File: config.mk
export PLATFORM = sky130hd
export DESIGN_NAME = looper_mix_engine
export DESIGN_NICKNAME = d
export VERILOG_FILES = /design/src/rtl/looper_mix_engine.sv
export SDC_FILE = /design/constraint.sdc
export NUM_CORES = 2
export LEC_CHECK = 0
export BUFFER_PORTS_ARGS = -buffer_cell sky130_fd_sc_hd__buf_2
export CAP_MARGIN = 25
export CORE_MARGIN = 4
export CORE_UTILIZATION = 25
export CTS_CLUSTER_DIAMETER = 120
export DETAILED_ROUTE_END_ITERATION = 8
export SYNTH_ARGS = -nofsm -noshare
export SYNTH_HDL_FRONTEND = slang
export SYNTH_SLANG_ARGS = --single-unit
File: constraint.sdc
create_clock -name clk -period 16.3 [get_ports clk]
set_input_delay 3.26 -clock clk [delete_from_list [all_inputs] [get_ports clk]]
set_output_delay 3.26 -clock clk [all_outputs]
set_load 0.1 [all_outputs]
File: src/rtl/looper_mix_engine.sv
// Looper mix engine: caches the latest sample per loop channel, applies per-channel gain and
// sums channels one per clock plus aux, saturating the result to SAMPLE_W.
module looper_mix_engine #(
   parameter int unsigned NUM_CH   = 16,
   parameter int unsigned SAMPLE_W = 24,
   parameter int unsigned GAIN_W   = 8,
   parameter int unsigned BANK_W   = 4
) (
   input  logic                clk,
   input  logic                rst,
   input  logic                data_ready,
   input  logic [BANK_W-1:0]   mem_bank,
   input  logic [63:0]         mem_dq_o_b,
   input  logic [NUM_CH-1:0]   playing,
   input  logic                gain_wr,
   input  logic [BANK_W-1:0]   gain_ch,
   input  logic [GAIN_W-1:0]   gain_val,
   input  logic [SAMPLE_W-1:0] auxL,
   input  logic [SAMPLE_W-1:0] auxR,
   input  logic                aux_en,
   input  logic                mix_data,
   output logic [SAMPLE_W-1:0] mixL,
   output logic [SAMPLE_W-1:0] mixR,
   output logic                mix_valid,
   output logic                clip_L,
   output logic                clip_R,
   output logic                busy
);

   localparam int unsigned AccW  = SAMPLE_W + GAIN_W + BANK_W + 2;
   localparam int unsigned ProdW = SAMPLE_W + GAIN_W + 1;
   localparam logic [GAIN_W-1:0] GainUnity = {1'b1, {(GAIN_W-1){1'b0}}};
   localparam logic signed [AccW-1:0] SatMax = {{(AccW-SAMPLE_W+1){1'b0}}, {(SAMPLE_W-1){1'b1}}};
   localparam logic signed [AccW-1:0] SatMin = {{(AccW-SAMPLE_W+1){1'b1}}, {(SAMPLE_W-1){1'b0}}};

   typedef enum logic [1:0] {StIdle, StAccum, StAux, StOut} state_e;

   state_e                     state_q, state_d;
   logic [BANK_W-1:0]          idx_q, idx_d;
   logic signed [AccW-1:0]     acc_l_q, acc_l_d, acc_r_q, acc_r_d;
   logic [SAMPLE_W-1:0]        aux_l_q, aux_l_d, aux_r_q, aux_r_d;
   logic [SAMPLE_W-1:0]        mix_l_q, mix_l_d, mix_r_q, mix_r_d;
   logic                       clip_l_q, clip_l_d, clip_r_q, clip_r_d;
   logic                       valid_q, valid_d;
   logic [2*SAMPLE_W-1:0]      store_q [NUM_CH];
   logic [GAIN_W-1:0]          gain_q  [NUM_CH];

   logic [2*SAMPLE_W-1:0]      cur_s;
   logic [GAIN_W-1:0]          cur_g;
   logic                       cur_p;
   logic signed [ProdW-1:0]    s_l_ext, s_r_ext, g_ext, prod_l, prod_r, sh_l, sh_r;
   logic signed [AccW-1:0]     add_l, add_r;
   logic [SAMPLE_W:0]          sat_l, sat_r;

   if (2 * SAMPLE_W < 64) begin : g_unused_dq
      logic unused_dq;
      assign unused_dq = ^mem_dq_o_b[63:2*SAMPLE_W];
   end

   function automatic logic [SAMPLE_W:0] sat(input logic signed [AccW-1:0] a);
      if (a > SatMax) return {1'b1, SatMax[SAMPLE_W-1:0]};
      if (a < SatMin) return {1'b1, SatMin[SAMPLE_W-1:0]};
      return {1'b0, a[SAMPLE_W-1:0]};
   endfunction

   // Out-of-range bank / gain indices simply match no channel and are dropped.
   always_ff @(posedge clk) begin
      if (rst) begin
         for (int c = 0; c < NUM_CH; c++) begin
            store_q[c] <= '0;
            gain_q[c]  <= GainUnity;
         end
      end else begin
         for (int c = 0; c < NUM_CH; c++) begin
            if (data_ready && mem_bank == BANK_W'(c)) begin
               store_q[c] <= playing[c] ? mem_dq_o_b[2*SAMPLE_W-1:0] : '0;
            end
            if (gain_wr && gain_ch == BANK_W'(c)) begin
               gain_q[c] <= gain_val;
            end
         end
      end
   end

   always_comb begin
      cur_s = '0;
      cur_g = '0;
      cur_p = 1'b0;
      for (int c = 0; c < NUM_CH; c++) begin
         if (idx_q == BANK_W'(c)) begin
            cur_s = store_q[c];
            cur_g = gain_q[c];
            cur_p = playing[c];
         end
      end
   end

   // Signed sample times unsigned gain, floor-divided back to unity scale.
   always_comb begin
      s_l_ext = {{(GAIN_W+1){cur_s[2*SAMPLE_W-1]}}, cur_s[2*SAMPLE_W-1:SAMPLE_W]};
      s_r_ext = {{(GAIN_W+1){cur_s[SAMPLE_W-1]}}, cur_s[SAMPLE_W-1:0]};
      g_ext   = {{(SAMPLE_W+1){1'b0}}, cur_g};
      prod_l  = s_l_ext * g_ext;
      prod_r  = s_r_ext * g_ext;
      sh_l    = prod_l >>> (GAIN_W - 1);
      sh_r    = prod_r >>> (GAIN_W - 1);
      add_l   = cur_p ? {{(AccW-ProdW){sh_l[ProdW-1]}}, sh_l} : '0;
      add_r   = cur_p ? {{(AccW-ProdW){sh_r[ProdW-1]}}, sh_r} : '0;
      sat_l   = sat(acc_l_q);
      sat_r   = sat(acc_r_q);
   end

   always_comb begin
      state_d  = state_q;
      idx_d    = idx_q;
      acc_l_d  = acc_l_q;
      acc_r_d  = acc_r_q;
      aux_l_d  = aux_l_q;
      aux_r_d  = aux_r_q;
      mix_l_d  = mix_l_q;
      mix_r_d  = mix_r_q;
      clip_l_d = clip_l_q;
      clip_r_d = clip_r_q;
      valid_d  = 1'b0;
      unique case (state_q)
         StIdle: begin
            if (mix_data) begin
               aux_l_d = aux_en ? auxL : '0;
               aux_r_d = aux_en ? auxR : '0;
               acc_l_d = '0;
               acc_r_d = '0;
               idx_d   = '0;
               state_d = StAccum;
            end
         end
         StAccum: begin
            acc_l_d = acc_l_q + add_l;
            acc_r_d = acc_r_q + add_r;
            idx_d   = idx_q + BANK_W'(1);
            if (idx_q == BANK_W'(NUM_CH - 1)) state_d = StAux;
         end
         StAux: begin
            acc_l_d = acc_l_q + {{(AccW-SAMPLE_W){aux_l_q[SAMPLE_W-1]}}, aux_l_q};
            acc_r_d = acc_r_q + {{(AccW-SAMPLE_W){aux_r_q[SAMPLE_W-1]}}, aux_r_q};
            state_d = StOut;
         end
         StOut: begin
            {clip_l_d, mix_l_d} = sat_l;
            {clip_r_d, mix_r_d} = sat_r;
            valid_d = 1'b1;
            state_d = StIdle;
         end
         default: state_d = StIdle;
      endcase
   end

   always_ff @(posedge clk) begin
      if (rst) begin
         state_q  <= StIdle;
         idx_q    <= '0;
         acc_l_q  <= '0;
         acc_r_q  <= '0;
         aux_l_q  <= '0;
         aux_r_q  <= '0;
         mix_l_q  <= '0;
         mix_r_q  <= '0;
         clip_l_q <= 1'b0;
         clip_r_q <= 1'b0;
         valid_q  <= 1'b0;
      end else begin
         state_q  <= state_d;
         idx_q    <= idx_d;
         acc_l_q  <= acc_l_d;
         acc_r_q  <= acc_r_d;
         aux_l_q  <= aux_l_d;
         aux_r_q  <= aux_r_d;
         mix_l_q  <= mix_l_d;
         mix_r_q  <= mix_r_d;
         clip_l_q <= clip_l_d;
         clip_r_q <= clip_r_d;
         valid_q  <= valid_d;
      end
   end

   assign mixL      = mix_l_q;
   assign mixR      = mix_r_q;
   assign clip_L    = clip_l_q;
   assign clip_R    = clip_r_q;
   assign mix_valid = valid_q;
   assign busy      = (state_q != StIdle) || valid_q;

endmodule

==> impl_metrics.py <==
metrics = {
    "clock_tree": {
        "cts_tree": "built",
        "worst_skew_pair.late_latency_ns": 0.74,
        "ctsHoldBuffers": 0,
        "cts_buffers": 109,
        "cts_resized": 0,
        "clkSlewWorstSetupHoldPaths_ns": 0.06,
        "postCtsSetupRepairBufs": 0,
        "cts_root_buf": "clkbuf_16",
        "clock_path_buffers": 3,
        "clock-sinks": 1077,
        "h-tree-depth": 3,
    },
    "route": {
        "wirelength_mm": 191,
        "detail-route-antenna-nets": 0,
        "wl_per_cell_um": 18.7,
        "initialDrtViolationCount": 4099,
        "drt_first_pass_iters": 5,
        "drc": 0,
        "vias": 49700,
        "vias_per_cell": 4.86,
    },
    "floorplan": {
        "num_io_pins": 202,
        "die_h_um": 529,
        "coreArea_um2": 269000,
        "die_w_um": 529,
        "start_util_pct": 25.2,
        "die_area_um2": 280000,
        "rows": 190,
    },
    "cells_and_area": {
        "fill_cells": 27700,
        "multi_input_area_um2": 34100,
        "final_cell_mix": "edfxtp_1 (896), and2_1 (735), nor2_1 (607)",
        "drive_gt1_share_pct": 9.50,
        "final_common_cell": "edfxtp_1",
        "synthToLayoutAreaGrowth_pct": 12.1,
        "nets": 7312,
        "postLayoutCellArea_um2": 76000,
        "seqCellArea_um2": 30500,
    },
    "synth": {
        "synth-edff-count": 896,
        "yosys_warnings": 0,
        "syn_area_um2": 67800,
        "avgSynthCellArea_um2": 10.2,
        "ys_ff_latch": 1077,
        "seq_area_frac_synth_pct": 45.0,
        "async_reset_ff_share_pct": 0,
        "yosysTopAreaCell": "edfxtp_1",
        "synth_ff_type": "edfxtp_1",
        "syn-num-nets": 7366,
        "yosys.area.top_type_share_pct": 39.7,
        "synth_area_leaders": "edfxtp_1 (40%), fa_1 (8.9%), and2_1 (6.8%)",
        "ys_types": 102,
        "syn_inst": 6645,
    },
    "sta": {
        "finalHoldViolations": 0,
        "maxSlewHeadroom_pct": 17.2,
        "rsz0062_at_grt": "false",
        "setup_tns_ns": 0,
        "setup_violations": 0,
        "setup_ws_ns": 2.48,
        "skew_ns": 0.0703,
        "min_period_over_period_pct": 84.8,
        "max_freq_mhz": 72.3,
        "worstMarginPinSlew_ns": 1.24,
        "fin_crit_ns": 13.82,
        "drv_slew": 0,
    },
    "global_route": {
        "grt_max_degree": 186,
        "grt_pass1_vias": 49200,
        "grt_overflow_total": 0,
        "antenna_found_initial": 26,
        "grt.total_usage_pct": 13.2,
        "grt_pass1_wl_mm": 294,
    },
    "hold_path": {
        "hold_path_class": "flip-flop to flip-flop",
    },
    "setup_path": {
        "cp.arrival_ns": 14.39,
        "crit_required_ns": 16.87,
        "startpoint_type": "flip-flop",
        "cp_slowest_cell": "ha_1",
        "worstPathMaxFanout": 44,
        "critPathMostFrequentCell": "a21oi_1",
        "rrSetupSlack_ns": 2.48,
        "worstSetupEndpointType": "flip-flop",
        "max_stage_delay_ns": 0.74,
        "critPathKind": "flip-flop to flip-flop",
    },
    "placement": {
        "port_buffers": 185,
        "place_area_um2": 72500,
        "dp_hpwl_mm": 132,
        "dp_slack_ns": 2.74,
        "place.gp.congestion": 0.854,
    },
    "outcome": {
        "status": "finished clean",
    },
    "flow_run": {
        "cap_violations": 0,
    },
}
final timing paths:
check	startpoint	to	cells after the start
setup / recovery	idx_q[0]	acc_l_q[34]	51
hold / removal	aux_l_q[0]	aux_l_q[0]	2
setup reg to reg	idx_q[0]	acc_l_q[34]	51
hold reg to reg	aux_l_q[0]	aux_l_q[0]	2
synth_stat cells, types with 50 or more instances:
| library cell | number |
|---|---|
| ha_1 | 269 |
| nor2_1 | 612 |
| xor2_1 | 67 |
| nand2b_1 | 130 |
| and3_1 | 80 |
| a221oi_1 | 58 |
| a21o_1 | 100 |
| nand3_1 | 96 |
| nand2_1 | 358 |
| and2_1 | 737 |
| nor2b_1 | 66 |
| a221o_1 | 62 |
| inv_1 | 454 |
| a311oi_1 | 50 |
| dfxtp_1 | 181 |
| or2_2 | 102 |
| a21oi_1 | 444 |
| o21ai_0 | 218 |
| edfxtp_1 | 896 |
| o211ai_1 | 160 |
| fa_1 | 302 |
| clkbuf_1 | 372 |
| a22oi_1 | 143 |
| xnor2_1 | 96 |
state kept, by name (all words and copies together) (netlist names):
| name | count |
|---|---|
| idx_q | 4 |
| aux_l_q | 24 |
| store_q | 768 |
| gain_q | 128 |
| mixL | 24 |
| mix_valid | 1 |
| state_q | 2 |
| clip_L | 1 |
| aux_r_q | 24 |
| mixR | 24 |
| acc_r_q | 38 |
| clip_R | 1 |
| acc_l_q | 38 |
cells by family (layout without fill, tap and decap cells):
kind of cell,after synthesis,count (layout),share of synthesized area (%)
AOI/OAI and AO/OA,1565,1565,15.4
xor gates and xnor gates,163,163,2.11
adders and majority gates,571,571,13.9
buffers and inverters,909,940,5.27
DFF,1077,1077,45.0
muxes,11,11,0.162
other,0,11,0
and+or+nand+nor,2349,2349,18.1
metal layers:
metal  vias up  share of wire, %  GRT usage (%)
met3       232               6.9           2.33
li1      23300                 -              -
met1     24700                49           19.8
met5         -             0.033              0
met2      1573                42           19.8
met4        12               1.7           2.50
worst max-delay path: cells and delay by family (launching register included):
family          cells  cell delay, ns
compound gates     29            6.82
fa+ha+maj           7            3.44
simple gates        6            1.50
buf+inv             8            1.41
flops               1            0.35
xor+xnor            1            0.09
per-stage QoR:
step / instances / util [%] / hold WS, ns
3_5_place_dp: 10000 / 26.9 / 0.455
6_report: 10200 / 28.3 / 0.464
3_3_place_gp: 10000 / 26.9 / 0.454
4_1_cts: 10200 / 28.2 / 0.469
5_1_grt: 10200 / 28.3 / 0.492
2_1_floorplan: 6645 / - / 0.436
final cells by class:
class / instances / area share [%]
clock buffers: 138 / 3.79
inverters: 458 / 2.27
repair buffers: 286 / 2.26
diodes: 11 / 0.0362
flip-flops and latches: 1077 / 40.2
clock inverters: 58 / 0.764
well taps: 3552 / 5.85
multi-input cells: 4659 / 44.9
Power is left out: the tool's default activity adds up to more than one toggle a clock period on the data nets, which glitch-free logic cannot reach.
